==> config.mk <==
export PLATFORM = sky130hd
export DESIGN_NAME = iccm_loader
export DESIGN_NICKNAME = d
export VERILOG_FILES = /design/src/rtl/iccm_loader_pkg.sv /design/src/rtl/iccm_loader_word_asm.sv /design/src/rtl/iccm_loader.sv
export SDC_FILE = /design/constraint.sdc
export NUM_CORES = 1
export LEC_CHECK = 0
export ABC_AREA = 1
export CAP_MARGIN = 0
export CORE_UTILIZATION = 60
export CTS_CLUSTER_SIZE = 40
export DETAILED_ROUTE_END_ITERATION = 16
export GPL_TIMING_DRIVEN = 0
export PLACE_DENSITY = 0.86
export SLEW_MARGIN = 25
export SYNTH_ARGS = -nofsm -noshare
export SYNTH_HDL_FRONTEND = slang
export SYNTH_HIERARCHICAL = 1
export SYNTH_SLANG_ARGS = --single-unit
export TNS_END_PERCENT = 30
==> constraint.sdc <==
create_clock -name clk_i -period 4 [get_ports clk_i]
set_input_delay 0.8 -clock clk_i [delete_from_list [all_inputs] [get_ports clk_i]]
set_output_delay 0.8 -clock clk_i [all_outputs]
set_load 0.05 [all_outputs]
==> src/rtl/iccm_loader_pkg.sv <==
// Shared constants and state encoding for the ICCM byte-stream loader.
// Imported by the loader top and its word assembler.
package iccm_loader_pkg;

  localparam int LOADER_AW = 11;
  localparam int LOADER_DW = 32;

  localparam logic [7:0] OP_WRITE  = 8'hA5;
  localparam logic [7:0] OP_BURST  = 8'hB4;
  localparam logic [7:0] OP_FINISH = 8'h5A;

  typedef logic [3:0] loader_state_e;

  localparam loader_state_e ST_IDLE  = 4'd0;
  localparam loader_state_e ST_ADDR0 = 4'd1;
  localparam loader_state_e ST_ADDR1 = 4'd2;
  localparam loader_state_e ST_CNT0  = 4'd3;
  localparam loader_state_e ST_CNT1  = 4'd4;
  localparam loader_state_e ST_DATA  = 4'd5;
  localparam loader_state_e ST_CSUM  = 4'd6;
  localparam loader_state_e ST_WRITE = 4'd7;
  localparam loader_state_e ST_DONE  = 4'd8;

endpackage

==> src/rtl/iccm_loader_word_asm.sv <==
// Little-endian 4-byte word assembler with running XOR checksum.
// last_o flags that the next accepted byte completes the word.
module iccm_loader_word_asm
  import iccm_loader_pkg::*;
(
  input  logic        clk_i,
  input  logic        rst_i,
  input  logic        clr_i,
  input  logic        en_i,
  input  logic [7:0]  byte_i,
  output logic [31:0] word_o,
  output logic [7:0]  csum_o,
  output logic        last_o
);

  logic [1:0] idx;

  assign last_o = (idx == 2'd3);

  always_ff @(posedge clk_i) begin
    if (rst_i) begin
      word_o <= '0;
      csum_o <= '0;
      idx    <= '0;
    end else if (clr_i) begin
      csum_o <= '0;
      idx    <= '0;
    end else if (en_i) begin
      word_o[8*idx +: 8] <= byte_i;
      csum_o <= csum_o ^ byte_i;
      idx    <= idx + 2'd1;
    end
  end

endmodule

==> src/rtl/iccm_loader.sv <==
// Framed byte-stream loader driving the ICCM boot write port.
// Parses WRITE/BURST/FINISH frames and issues one strobe per good word.
module iccm_loader
  import iccm_loader_pkg::*;
#(
  parameter int AW = LOADER_AW,
  parameter int DW = LOADER_DW
) (
  input  logic          clk_i,
  input  logic          rst_i,
  input  logic          rx_valid_i,
  input  logic [7:0]    rx_data_i,
  output logic          rx_ready_o,
  output logic          iccm_we_o,
  output logic [DW-1:0] iccm_wdata_o,
  output logic [DW-1:0] iccm_wmask_o,
  output logic [AW-1:0] iccm_waddr_o,
  output logic          finish_o,
  output logic          err_o,
  output logic          busy_o
);

  loader_state_e state;
  logic [AW-1:0] addr;
  logic [7:0]    addr_lo;
  logic [15:0]   remaining;
  logic          burst;
  logic          acc;
  logic          asm_clr;
  logic          asm_en;
  logic [31:0]   word;
  logic [7:0]    csum;
  logic          last;

  assign rx_ready_o = !rst_i && (state != ST_WRITE);
  assign acc = rx_valid_i && rx_ready_o;
  assign busy_o = (state != ST_IDLE) && (state != ST_DONE);
  assign asm_en = acc && (state == ST_DATA);
  assign asm_clr = (state == ST_IDLE) ||
                   (acc && (state == ST_CSUM));

  iccm_loader_word_asm u_asm (
    .clk_i  (clk_i),
    .rst_i  (rst_i),
    .clr_i  (asm_clr),
    .en_i   (asm_en),
    .byte_i (rx_data_i),
    .word_o (word),
    .csum_o (csum),
    .last_o (last)
  );

  always_ff @(posedge clk_i) begin
    if (rst_i) begin
      state        <= ST_IDLE;
      addr         <= '0;
      addr_lo      <= '0;
      remaining    <= '0;
      burst        <= 1'b0;
      iccm_we_o    <= 1'b0;
      iccm_wdata_o <= '0;
      iccm_wmask_o <= '0;
      iccm_waddr_o <= '0;
      finish_o     <= 1'b0;
      err_o        <= 1'b0;
    end else begin
      iccm_we_o <= 1'b0;
      unique case (state)
        ST_IDLE: if (acc) begin
          case (rx_data_i)
            OP_WRITE: begin
              remaining <= 16'd1;
              burst     <= 1'b0;
              state     <= ST_ADDR0;
            end
            OP_BURST: begin
              burst <= 1'b1;
              state <= ST_ADDR0;
            end
            OP_FINISH: begin
              finish_o <= 1'b1;
              state    <= ST_DONE;
            end
            default: err_o <= 1'b1;
          endcase
        end
        ST_ADDR0: if (acc) begin
          addr_lo <= rx_data_i;
          state   <= ST_ADDR1;
        end
        ST_ADDR1: if (acc) begin
          addr  <= AW'({rx_data_i[2:0], addr_lo});
          state <= burst ? ST_CNT0 : ST_DATA;
        end
        ST_CNT0: if (acc) begin
          remaining[7:0] <= rx_data_i;
          state <= ST_CNT1;
        end
        ST_CNT1: if (acc) begin
          remaining[15:8] <= rx_data_i;
          if ({rx_data_i, remaining[7:0]} == 16'd0)
            state <= ST_IDLE;
          else
            state <= ST_DATA;
        end
        ST_DATA: if (acc && last) begin
          state <= ST_CSUM;
        end
        ST_CSUM: if (acc) begin
          if (rx_data_i == csum) begin
            iccm_we_o    <= 1'b1;
            iccm_wdata_o <= DW'(word);
            iccm_wmask_o <= '1;
            iccm_waddr_o <= addr;
            state        <= ST_WRITE;
          end else begin
            // Bad word is dropped but still consumes its slot in the burst.
            err_o     <= 1'b1;
            addr      <= addr + AW'(1);
            remaining <= remaining - 16'd1;
            state <= (remaining > 16'd1) ? ST_DATA : ST_IDLE;
          end
        end
        ST_WRITE: begin
          addr      <= addr + AW'(1);
          remaining <= remaining - 16'd1;
          state <= (remaining != 16'd1) ? ST_DATA : ST_IDLE;
        end
        ST_DONE: state <= ST_DONE;
        default: state <= ST_IDLE;
      endcase
    end
  end

endmodule

* Word-level counts from Yosys, hierarchy flattened
Cells that the tools add are included.
Storage, ports and cells: register bits after elaboration 129, output and inout bits 80, logic and storage cells 116
Operators by class: add/sub/neg operators 4, order comparisons 1, equal/unequal tests 27, shift-type cells 2, multiplexer cells 33, bitwise operators 4, reduce and logical (&&, ||, !) cells 30
Operators with widths (number):
- $mux W16 | 4
- $pmux W8 S4 | 2
- $pmux W4 S9 | 1
- $neg A5 Y34 | 1
- $shift A8 B34 Y32 const A | 1
- $shiftx A8 B34 Y32 | 1
- $mux W11 | 3
- $pmux W11 S3 | 1
- $bwmux W32 | 1
- $mux W4 | 7
- $eq A4 B3 Y1 const B | 4
- $eq A8 B8 Y1 const B | 2
- $gt A16 B1 Y1 const B | 1
- $logic_not A16 Y1 | 1
- $ne A16 B1 Y1 const B | 1
- $ne A2 B2 Y1 const B | 8
- $sub A16 B1 Y16 const B | 1
- $mux W3 | 5
- $reduce_and A6 Y1 | 2
- $reduce_bool A4 Y1 | 3
- $add A11 B1 Y11 const B | 1
- $reduce_and A3 Y1 | 3
- $eq A4 B2 Y1 const B | 2
- $eq A8 B7 Y1 const B | 1
- other kinds (27) | 44

* Depth between registers and ports, before layout
depth in word-level cells 7, gate-level depth with buffers 13

* Cells and area by module
The synthesis kept the hierarchy.
Modules (own cells, without submodules):
- iccm_loader | instances 1, cells an instance 751, area an instance 4810.9 um2, seq. area each 1741.7 um2
- iccm_loader_word_asm | instances 1, cells an instance 226, area an instance 1874.3 um2, seq. area each 840.8 um2

* Worst setup path before layout
Ideal clock, no wire load.
path type input to output, from input rst_i, to output rx_ready_o, data arrival time 1.818 ns, required time 3.200 ns, path slack 1.382 ns, cell stages on the path 3, cells stage by stage clkbuf_1 > clkbuf_1 > nor2_1
On the way: cells in the longest elaborated chain, start to end 2
RTL lines:
- start, declared | RTL line iccm_loader.sv:10 | input logic rst_i,
- $logic_not A1 Y1 | RTL line iccm_loader.sv:35 | assign rx_ready_o = !rst_i && (state != ST_WRITE);
- $logic_and A1 B1 Y1 | RTL line iccm_loader.sv:35
- end, declared | RTL line iccm_loader.sv:13 | output logic rx_ready_o,
No other way between the ends.

* Final worst setup path
Ends and elaborated chain as after synthesis.

==> impl_metrics.csv <==
group,metric,value,unit
timing,worst_slew_pin_slew,0.649,ns
min_path,hold_path_class,"reg -> reg",
setup_path,crit_path_end,"rx_ready_o",
timing,worst_slack,0.678,ns
clock_tree,cts_buffer_depth,2,
global_route,grt_pass1_vias,6122,
setup_path,reg2regPathDepth,11,
run,max_cap_violations,0,
clock_tree,clk_latency,0.54,ns
timing,hold_slack,0.454,ns
global_route,antenna_found_initial,0,
placement,port_buffers,89,
layout,antenna_cells,0,
synthesis,synth_edf_count,0,
setup_path,r2r_start,"state[2]",
drt,first_pass_iters,6,
synthesis,synth_seq_area_share,38.6,%
die,core,0.0108,mm^2
layout,syn_to_final_growth,24.4,%
clock_tree,clock-root-buffer,"clkbuf_8",
clock_tree,cts_setup_buffers,0,
setup_path,rrSetupSlack,1.91,ns
die,rows,38,
power_and_ir_drop,peakVddDrop,346,uV
timing,rsz0062_at_grt,"no",
clock_tree,cts_sinks,129,
synthesis,netlist_area,0.00669,mm^2
layout,final_nets,1106,
die,start_util,61.7,%
timing,setup_viol,0,
power_and_ir_drop,power-per-cell-area,341,mW/mm^2
timing,finalMaxSlewViolations,0,
timing,period_minus_slack,3.32,ns
clock_tree,htreeDepth,4,
drt,wl_per_cell,14.2,um
synthesis,ys.flop_type,"dfxtp_1",
die,dieArea,0.0116,mm^2
synthesis,synth_cell_types,40,
timing,relSlewSlack,56.6,%
drt,drc,0,
drt,vias,6679,
global_route,grt_pass1_wl,28.5,mm
timing,final.period_utilization,83.1,%
drt,vias_per_cell,5.39,
placement,post-dp-hpwl,12.2,mm
clock_tree,cts_resized,0,
setup_path,worst-path-max-fanout,10,
power_and_ir_drop,leakage,3.72,nW
clock_tree,cts_hold_buf,0,
synthesis,synth.largest_area_cell,"dfxtp_1",
layout,fillers,822,
synthesis,synth_area_leaders,"dfxtp_1, nand2_1, nor2_1",
setup_path,crit_arrival,2.52,ns
timing,final_hold_viol_count,0,
setup_path,reg2reg_to,"u_asm/word_o[0]",
die,num_io_pins,91,
drt,ant_nets,0,
layout,drive_gt1_share,12.3,%
global_route,grt_max_degree,34,
setup_path,crit_path_start,"rst_i",
setup_path,critPathKind,"in -> out",
timing,fmax,301,MHz
synthesis,synthCells,977,
synthesis,synth-seq-cells,129,
synthesis,syn_nets,998,
timing,clock_skew,0.00617,ns
drt,routed_wl,17.6,mm
outcome,status,"complete, no violations",
synthesis,avgSynthCellArea,6.84,um^2
clock_tree,cts_buffers,17,
setup_path,critPathLaunchType,"input pin",
die,die_x,108,um
synthesis,yosysWarnings,6,
layout,design_area,0.00832,mm^2
setup_path,cp-end-kind,"output port",
die,die_h,108,um
placement,placed_area,0.00775,mm^2
drt,drt_iter0_drc,431,
placement,gp_congestion,0.942,
synthesis,yosys.area.top_type_share,38.6,%
clock_tree,cts_tree,"yes",
timing,tns,0,ns
clock_tree,clk_pin_slew_worst_paths,0.06,ns
global_route,grt_overflow,0,
global_route,track_usage,31.7,%
placement,dp_slack,0.676,ns
setup_path,crit_required,3.20,ns
synthesis,synthArstFlopShare,0,%
==> through the flow <==
stage	utilization [%]	power, W	cells
2_1_floorplan	-	0.00137	977
3_3_place_gp	71.5	0.00142	1206
3_5_place_dp	71.5	0.00142	1206
4_1_cts	76.7	0.00285	1238
5_1_grt	76.7	0.00291	1238
6_report	76.7	0.00284	1238
==> layout make-up <==
class	instances	area (um^2)	area share, %
Clock buffer	21	469	5.64
Buffer	72	475	5.72
Clock inverter	11	95.1	1.14
Sequential cell	129	2580	31.1
Tap cell	140	175	2.11
Timing Repair Buffer	89	891	10.7
Inverter	76	289	3.48
Multi-Input combinational cell	700	3340	40.1
==> cells in the final DEF (no fill, tap or decap), drive strengths merged <==
cell type,Yosys,final
a211oi,2,2
a21oi,71,71
a22oi,1,1
a31oi,1,1
buf,56,56
clkbuf,16,37
clkdlybuf4s50,0,89
clkinv,1,7
clkinvlp,0,1
dfxtp,129,129
ha,10,10
inv,75,79
nand2,236,236
nand3,59,59
nand4,8,8
nor2,197,197
nor3,10,10
nor3b,8,8
o211ai,1,1
o21a,1,1
o21ai,76,76
o21bai,1,1
o22ai,3,3
o32ai,1,1
or2,6,6
xnor2,8,8
==> routing by layer <==
layer  vias up  global-route usage, %  routed length (um)
li1       3308                      -                   -
met3        42                   8.05                1190
met4         0                   14.4                 468
met5         -                      0                   0
met1      3068                   37.6                7380
met2       261                   53.7                8560
==> critical path, stage by stage <==
cell,delay (ns)
clkbuf_1,0.33
clkbuf_1,0.50
nor2_1,0.14
clkdlybuf4s50_1,0.75
==> logic make-up (layout without fill, tap and decap cells) <==
group / count (synthesis) / count (layout) / share of synthesized area (%)
and+or+nand+nor: 524 / 524 / 34.7
DFF: 129 / 129 / 38.6
AOI/OAI and AO/OA: 158 / 158 / 12.3
adders and majority gates: 10 / 10 / 1.87
buffers and inverters: 148 / 269 / 11.4
xor gates and xnor gates: 8 / 8 / 1.05
==> synth_stat cells, types with 4 or more instances <==
cell / number
xnor2_1: 8
dfxtp_1: 129
buf_4: 36
inv_2: 6
nand3_1: 50
ha_1: 10
nor3_1: 8
o21ai_0: 73
buf_6: 7
nor3b_2: 8
buf_2: 13
nand4_1: 7
nor2_1: 189
a21oi_1: 71
inv_1: 68
nand3_4: 5
nand2_1: 233
or2_2: 4
nor2_4: 4
clkbuf_1: 15
nand3_2: 4
==> worst min-delay path by stage <==
stage / slack, ns / depth (start not counted) / from / to
after floorplan: 0.45 / 2 / u_asm/word_o[0] / u_asm/word_o[0]
after global placement: 0.44 / 2 / err_o / err_o
final: 0.45 / 2 / err_o / err_o
after detailed placement: 0.45 / 2 / err_o / err_o
after CTS: 0.46 / 2 / err_o / err_o
after global routing: 0.48 / 2 / u_asm/word_o[29] / u_asm/word_o[29]
==> registers in the layout, indices dropped and copies added, names as in the netlist <==
register / flops
u_asm/idx: 2
err_o: 1
iccm_wdata_o: 32
burst: 1
u_asm/csum_o: 8
remaining: 16
u_asm/word_o: 32
addr: 11
iccm_we_o: 1
state: 4
finish_o: 1
iccm_wmask_o: 1
addr_lo: 8
iccm_waddr_o: 11
==> where the power goes <==
part / leakage, nW / internal (W) / switching (W)
clock: 0.276 / 0.000841 / 0.000604
combinational: 2.40 / 0.0000296 / 0.0000767
sequential: 1.04 / 0.00129 / 0.000000871
total: 3.72 / 0.00216 / 0.000681
Power figures use the tool's default switching activity.
